[src/rtl/spi_pkg.sv]
// Shared SPI types and constants used by the link transmitter and receiver.
package spi_pkg;

   localparam int unsigned SPI_DEFAULT_WIDTH = 8;

   typedef enum logic [1:0] {
      WAIT_IDLE,
      IDLE,
      RECV
   } spi_rx_state_t;

endpackage

[src/rtl/sync_ff.sv]
// Multi-stage flip-flop synchronizer with an asynchronous reset to a chosen level.
module sync_ff #(
   parameter int unsigned STAGES    = 2,
   parameter logic        RESET_VAL = 1'b0
) (
   input  logic clk_i,
   input  logic rst_i,
   input  logic d_i,
   output logic q_o
);

   logic [STAGES-1:0] chain_q;

   always_ff @(posedge clk_i or posedge rst_i) begin
      if (rst_i) begin
         chain_q <= {STAGES{RESET_VAL}};
      end else begin
         chain_q <= {chain_q[STAGES-2:0], d_i};
      end
   end

   assign q_o = chain_q[STAGES-1];

endmodule

[src/rtl/spi_rx.sv]
// SPI link receiver: synchronizes the three link wires, shifts data MSB-first on
// data-clock rising edges and emits completed words or a partial-frame error strobe.
module spi_rx
   import spi_pkg::*;
#(
   parameter int unsigned DATA_WIDTH  = SPI_DEFAULT_WIDTH,
   parameter int unsigned SYNC_STAGES = 2
) (
   input  logic                  clk_in,
   input  logic                  rst_in,
   input  logic                  data_in,
   input  logic                  data_clk_in,
   input  logic                  sel_in,
   output logic [DATA_WIDTH-1:0] data_out,
   output logic                  valid_out,
   output logic                  error_out
);

   localparam int unsigned CW = $clog2(DATA_WIDTH + 1);
   localparam int unsigned PW = $clog2(SYNC_STAGES + 1);

   logic                  sync_data;
   logic                  sync_clk;
   logic                  sync_sel;
   logic                  prev_clk_q;
   logic                  sck_rise;
   logic                  sel_lo;

   spi_rx_state_t         state_q, state_d;
   logic [DATA_WIDTH-1:0] shift_q, shift_d;
   logic [DATA_WIDTH-1:0] data_q, data_d;
   logic [CW-1:0]         cnt_q, cnt_d;
   logic [PW-1:0]         prime_q, prime_d;
   logic                  valid_q, valid_d;
   logic                  err_q, err_d;

   sync_ff #(.STAGES(SYNC_STAGES), .RESET_VAL(1'b0)) u_sync_data (
      .clk_i (clk_in),
      .rst_i (rst_in),
      .d_i   (data_in),
      .q_o   (sync_data)
   );

   sync_ff #(.STAGES(SYNC_STAGES), .RESET_VAL(1'b0)) u_sync_clk (
      .clk_i (clk_in),
      .rst_i (rst_in),
      .d_i   (data_clk_in),
      .q_o   (sync_clk)
   );

   sync_ff #(.STAGES(SYNC_STAGES), .RESET_VAL(1'b1)) u_sync_sel (
      .clk_i (clk_in),
      .rst_i (rst_in),
      .d_i   (sel_in),
      .q_o   (sync_sel)
   );

   assign sck_rise = sync_clk & ~prev_clk_q;
   assign sel_lo   = ~sync_sel;

   always_ff @(posedge clk_in or posedge rst_in) begin
      if (rst_in) begin
         state_q    <= WAIT_IDLE;
         prev_clk_q <= 1'b0;
         shift_q    <= '0;
         data_q     <= '0;
         cnt_q      <= '0;
         prime_q    <= '0;
         valid_q    <= 1'b0;
         err_q      <= 1'b0;
      end else begin
         state_q    <= state_d;
         prev_clk_q <= sync_clk;
         shift_q    <= shift_d;
         data_q     <= data_d;
         cnt_q      <= cnt_d;
         prime_q    <= prime_d;
         valid_q    <= valid_d;
         err_q      <= err_d;
      end
   end

   always_comb begin
      state_d = state_q;
      shift_d = shift_q;
      data_d  = data_q;
      cnt_d   = cnt_q;
      valid_d = 1'b0;
      err_d   = 1'b0;
      prime_d = (prime_q == PW'(SYNC_STAGES)) ? prime_q : prime_q + 1'b1;

      unique case (state_q)
         // The sel chain resets to idle, so its output is only trusted once the
         // chain has refilled from the pin; otherwise a frame in flight at reset
         // release would be picked up mid-word.
         WAIT_IDLE: begin
            if (sync_sel && (prime_q == PW'(SYNC_STAGES))) begin
               state_d = IDLE;
            end
         end

         IDLE: begin
            if (sel_lo) begin
               shift_d = '0;
               cnt_d   = '0;
               state_d = RECV;
            end
         end

         RECV: begin
            if (sck_rise) begin
               shift_d = {shift_q[DATA_WIDTH-2:0], sync_data};
               if (cnt_q == CW'(DATA_WIDTH - 1)) begin
                  cnt_d   = '0;
                  data_d  = shift_d;
                  valid_d = 1'b1;
               end else begin
                  cnt_d = cnt_q + 1'b1;
               end
            end
            // End-of-frame check sees the count after any same-cycle shift.
            if (sync_sel) begin
               state_d = IDLE;
               if (cnt_d != '0) begin
                  err_d = 1'b1;
               end
            end
         end

         default: state_d = WAIT_IDLE;
      endcase
   end

   assign data_out  = data_q;
   assign valid_out = valid_q;
   assign error_out = err_q;

endmodule

[config.mk]
export PLATFORM = sky130hd
export DESIGN_NAME = spi_rx
export DESIGN_NICKNAME = d
export VERILOG_FILES = /design/src/rtl/spi_pkg.sv /design/src/rtl/sync_ff.sv /design/src/rtl/spi_rx.sv
export SDC_FILE = /design/constraint.sdc
export NUM_CORES = 1
export LEC_CHECK = 0
export BUFFER_PORTS_ARGS = -buffer_cell sky130_fd_sc_hd__buf_2
export CAP_MARGIN = 10
export CELL_PAD_IN_SITES_DETAIL_PLACEMENT = 0
export CELL_PAD_IN_SITES_GLOBAL_PLACEMENT = 1
export CORE_ASPECT_RATIO = 0.9
export CORE_UTILIZATION = 45
export DETAILED_ROUTE_END_ITERATION = 10
export PLACE_DENSITY = 0.75
export SLEW_MARGIN = 25
export SYNTH_ARGS = -nofsm -noshare
export SYNTH_HDL_FRONTEND = slang
export SYNTH_SLANG_ARGS = --single-unit
[constraint.sdc]
create_clock -name clk_in -period 4.25 [get_ports clk_in]
set_input_delay 0.2125 -clock clk_in [delete_from_list [all_inputs] [get_ports clk_in]]
set_output_delay 0.2125 -clock clk_in [all_outputs]
set_load 0.005 [all_outputs]
Yosys cells after proc, flatten, opt, wreduce, memory -nomap -nowiden
Cells that the tools add are included.
{ "totals": {"regBits": 32, "latchBits": 0, "ram_bits": 0, "rom_bits": 0, "inputBits": 5, "elab_cells": 49, "mem_count": 0} }
{ "op_classes": {"add_sub_neg": 2, "n_mul": 0, "div_mod_pow": 0, "n_lt_le_gt_ge": 0, "eq_ne": 8, "n_shift": 0, "mux": 18, "bitwise": 2, "reduce_logical": 8} }
{ "op_table": {"columns": ["op", "n"], "rows": [
  ["$mux W4", 4],
  ["$mux W7", 2],
  ["$pmux W7 S2", 1],
  ["$reduce_and A3 Y1", 3],
  ["$pmux W4 S2", 1],
  ["$mux W1", 6],
  ["$mux W2", 3],
  ["$ne A2 B2 Y1 const B", 3],
  ["$pmux W2 S3", 1],
  ["$add A4 B1 Y4 const B", 1],
  ["$eq A2 B2 Y1 const B", 2],
  ["$eq A4 B3 Y1 const B", 1],
  ["$reduce_bool A4 Y1", 1],
  ["$add A2 B1 Y2 const B", 1],
  ["$eq A2 B1 Y1 const B", 1],
  ["$logic_not A2 Y1", 1],
  ["$ne A2 B1 Y1 const B", 1],
  ["$reduce_and A2 Y1", 1],
  ["$reduce_bool A2 Y1", 1],
  ["$and A1 B1 Y1", 1],
  ["$logic_and A1 B1 Y1", 1],
  ["$not A1 Y1", 1]
]} }

Depth between registers and ports, before layout
{ "logic_depth": {"word_depth": 8, "mapped_depth": 6, "depth_no_buf": 5} }

By module
From an unflattened synthesis, not the netlist that was laid out.
{ "unflattened": {"hier_cells": 114, "area_unflattened_um2": 1356.3} }
{ "by_module_without_submodules": {"columns": ["mod", "instances", "cells_each", "area_per_inst_um2", "seq_area_each_um2"], "rows": [
  ["spi_rx", 1, 105, 1192.4, 650.6],
  ["sync_ff (u_sync_clk ...)", 2, 3, 53.8, 50.0],
  ["sync_ff (u_sync_sel)", 1, 3, 56.3, 52.6]
]} }

Worst setup path before layout
OpenSTA, ideal clock, no wires.
{ "synth_timing": {"kind": "register to register", "from": "reg cnt_q[0]", "to": "reg data_q[0] (netlist: data_out[0])", "setup_ns": 0.125, "arrival_ns": 1.365, "path_slack_ns": 2.760, "stages_incl_launch_ff": 5, "cell_sequence": "dfrtp_1 -> ha_1 -> nand3_1 -> nor2_8 -> mux2_2"} }
{ "synth_between": {"elab_chain_cells": 2} }
{ "synth_lines": {"columns": ["item", "line", "rtl"], "rows": [
  ["start, declared", "spi_rx.sv:32", "logic [CW-1:0] cnt_q, cnt_d;"],
  ["start signal, assigned", "spi_rx.sv:76", "cnt_q <= cnt_d;"],
  ["$eq A4 B3 Y1", "spi_rx.sv:113", "if (cnt_q == CW'(DATA_WIDTH - 1)) begin"],
  ["$reduce_and A3 Y1 (no source line)", null, null],
  ["end signal, assigned", "spi_rx.sv:75", "data_q <= data_d;"],
  ["end, declared", "spi_rx.sv:31", "logic [DATA_WIDTH-1:0] data_q, data_d;"]
]} }
Every way passes these cells.
A chain may end at the register's enable or synchronous reset.

Final worst setup path
{ "layout_timing": {"from": "reg u_sync_clk.chain_q[1]", "to": "reg data_q[2] (netlist: data_out[2])"} }
{ "layout_between": {"elab_chain_cells": 2} }
{ "layout_lines": {"columns": ["item", "line", "rtl"], "rows": [
  ["start, declared", "sync_ff.sv:12", "logic [STAGES-1:0] chain_q;"],
  ["start signal, assigned", "sync_ff.sv:16", "chain_q <= {STAGES{RESET_VAL}};"],
  ["start signal, assigned", "sync_ff.sv:18", "chain_q <= {chain_q[STAGES-2:0], d_i};"],
  ["$and A1 B1 Y1", "spi_rx.sv:58", "assign sck_rise = sync_clk & ~prev_clk_q;"],
  ["$reduce_and A3 Y1 (no source line)", null, null]
]} }
Every way passes these cells.

==> results.md <==
- Status: completed
- Initial antenna violation count: 0
- Vias in the first global route: 737
- Post-Syn Area: 1310 sq um
- Sw Share: 21.5%
- Die height: 53.1 microns
- Post-synth EDFFs: 0
- Pre-CTS setup slack: 2.57 ns
- Syn_area_per_cell: 12.9 sq um
- Clock latency on the worst-skew pair: 0.32 ns
- Final wirelength: 2020 microns
- WL per Instance: 12.3 microns
- Max VDD drop: 0.000247 V
- CP required: 4.47 ns
- CTS tree: yes
- Layout cells sized above 1: 30.6%
- #FFs+latches synth: 32
- Core Area: 2750 sq um
- Gpl congestion: 0.836
- Starting Density: 47.5%
- Min Clock Period, post-route: 1.70 ns
- Post-DP HPWL: 1310 microns
- HP Start: u_sync_data.chain_q[0]$_DFF_PP0_
- Rel. slew slack: 63.1%
- Top FF cell, synth: dfrtp_1
- Slew @ Worst Pin: 0.552 ns
- Int Power: 0.000488 W
- RSZ-0062 raised after global routing: no
- Ys async rst share: 100%
- # diodes: 0
- Clk pwr share: 41.2%
- Combinational share of power: 6.0%
- Starting DRT DRC Count: 27
- CTS root buffer: clkbuf_4
- Row Count: 18
- I/O Buffers: 14
- Mapped Cells: 101
- CP Class: register to register
- Max-cap violations: 0
- Die area: 3120 sq um
- Final period utilization: 40.0%
- YS warnings: 0
- Min-Delay Path Class: register to register
- Reg power frac: 52.8%
- Worst clock skew: 0.00379 ns
- Final net count: 130
- First-pass GRT wire length: 3390 microns
- Chip width: 58.8 microns
- Total CTS buffers: 5
- Startpoint Class: register
- Switching power: 0.000134 W
- CP Max Fanout: 9
- Drt via density: 5.03
- Leakage: 0.759 nW
- Post-synthesis sequential area ratio: 61.5%
- FF-to-FF Start: u_sync_clk.chain_q[1]$_DFF_PP0_
- P&R area growth vs syn: 18.2%
- FILL cells: 239
- Synth unique cells: 29
- Final setup fails: 0
- GRT Util Overall: 15.6%
- Clock edge transition at the registers on the reported setup and hold paths: 0.10 ns
- H-tree levels: 2
- Drt pass-1 iters: 4
- Gr ovfl total: 0
- Ports: 15
- Final Slew Violations: 0
- Max frequency: 0.588 GHz
- Final hold violations: 0
- Power Total: 0.000621 W
- CTS resizes: 0
- Clock Sinks: 32
- Worst Setup End Kind: register
- Clk buf depth: 2
- # DRC: 0
- Vias: 825
- Largest net degree at the start of global routing: 33
- Setup ws final: 2.55 ns
- Critical Path Source: u_sync_clk.chain_q[1]$_DFF_PP0_
- Final setup TNS: 0 ns
- Synthesized net count: 108
- PD cells: 402 nW/um^2
- Arr. time, crit path: 1.92 ns
- Final ANT Viol Nets: 0
==> worst paths after layout <==
check	endpoint	slack, ns	cells past startpoint
max	data_out[2]$_DFFE_PP0P_	2.55	4
min	u_sync_data.chain_q[1]$_DFF_PP0_	0.36	0
max reg2reg	data_out[2]$_DFFE_PP0P_	2.55	4
min reg2reg	u_sync_data.chain_q[1]$_DFF_PP0_	0.36	0
max in group asynchronous	u_sync_sel.chain_q[1]$_DFF_PP1_	3.43	4
min in group asynchronous	data_out[0]$_DFFE_PP0P_	0.50	4
==> power by group through the flow <==
| stage | Sequential [W] | Clock (W) | Combinational [W] |
|---|---|---|---|
| after floorplan | 0.000326 | 0 | 0.0000352 |
| after global placement | 0.000334 | 0 | 0.0000350 |
| after detailed placement | 0.000334 | 0 | 0.0000355 |
| after CTS | 0.000328 | 0.000265 | 0.0000382 |
| after global routing | 0.000330 | 0.000275 | 0.0000437 |
| final | 0.000328 | 0.000256 | 0.0000375 |
==> kinds of logic after synthesis <==
logic type      count (synthesis)  synth area share [%]
simple gates                   27                  12.2
fa+ha+maj                       2                  1.92
xor+xnor                        2                  1.34
buf+inv                         7                  2.78
compound gates                 22                  12.6
mux                             9                  7.66
flops                          32                  61.5
==> repair_timing <==
item	4_1_cts	5_1_grt
buffers inserted	0	0
endpoints found under the hold margin	33	0
hold buffers	4	0
==> worst max-delay path: stages, from the launching register on <==
cell and delay [ns]:
dfrtp_1 0.37, nor2b_1 0.48, nand2_2 0.17, nor2_8 0.23, mux2_2 0.36
==> cell usage after synthesis, drive strengths merged, types with 2 or more instances <==
cell type | instances | area (sq um)
buf | 4 | 25.0
dfrtp | 30 | 751
o21ai | 6 | 30.0
nor3 | 2 | 10.0
nand3 | 3 | 15.0
nor2b | 3 | 26.3
nor2 | 5 | 35.0
inv | 3 | 11.3
mux2 | 8 | 90.1
a21oi | 3 | 26.3
a22o | 7 | 61.3
ha | 2 | 25.0
xnor2 | 2 | 17.5
dfstp | 2 | 52.6
nand2 | 11 | 46.3
o211ai | 2 | 15.0
==> flip-flops by register name, indices dropped and copies added (netlist names) <==
name / flops
data_out: 8
valid_out: 1
u_sync_data.chain_q: 2
prev_clk_q: 1
u_sync_sel.chain_q: 2
state_q: 2
shift_q: 7
error_out: 1
cnt_q: 4
u_sync_clk.chain_q: 2
prime_q: 2
==> cells in the final DEF (no fill, tap or decap), types with 4 or more instances in the layout <==
| cell type | n |
|---|---|
| o21ai_0 | 6 |
| nand2_1 | 9 |
| a22o_1 | 7 |
| buf_2 | 14 |
| nor2_1 | 4 |
| clkbuf_4 | 5 |
| mux2_2 | 8 |
| dlygate4sd3_1 | 4 |
| dfrtp_1 | 30 |
==> metal layers <==
| metal | wire length (microns) | global-route usage [%] | part of all wire (%) | up-vias |
|---|---|---|---|---|
| met5 | 0 | 0 | 0 | - |
| met1 | 1060 | 22.5 | 52 | 401 |
| met4 | 10 | 7.14 | 0.50 | 0 |
| met2 | 857 | 19.3 | 42 | 20 |
| met3 | 91 | 7.33 | 4.5 | 2 |
| li1 | - | - | - | 402 |
==> stage by stage <==
step	util [%]	instance area [sq um]	hold slack, ns	instances
after floorplan	-	1310	0.217	101
after global placement	51.3	1410	0.307	152
after detailed placement	51.3	1410	0.315	152
after CTS	56.2	1540	0.361	164
after global routing	56.2	1540	0.364	164
final	56.2	1540	0.358	164
==> area by class of cell <==
class                      instances  area (sq um)  share of cell area, %
sequential                        32           803                   52.0
inverter                           3          11.3                  0.729
multi-input combinational         62           467                   30.2
clock inverter                     1          30.0                   1.94
tap                               40          50.0                   3.24
clock buffer                       7          65.1                   4.21
timing repair buffer              19           118                   7.62
Note: power is estimated with default switching activity, not from simulation.
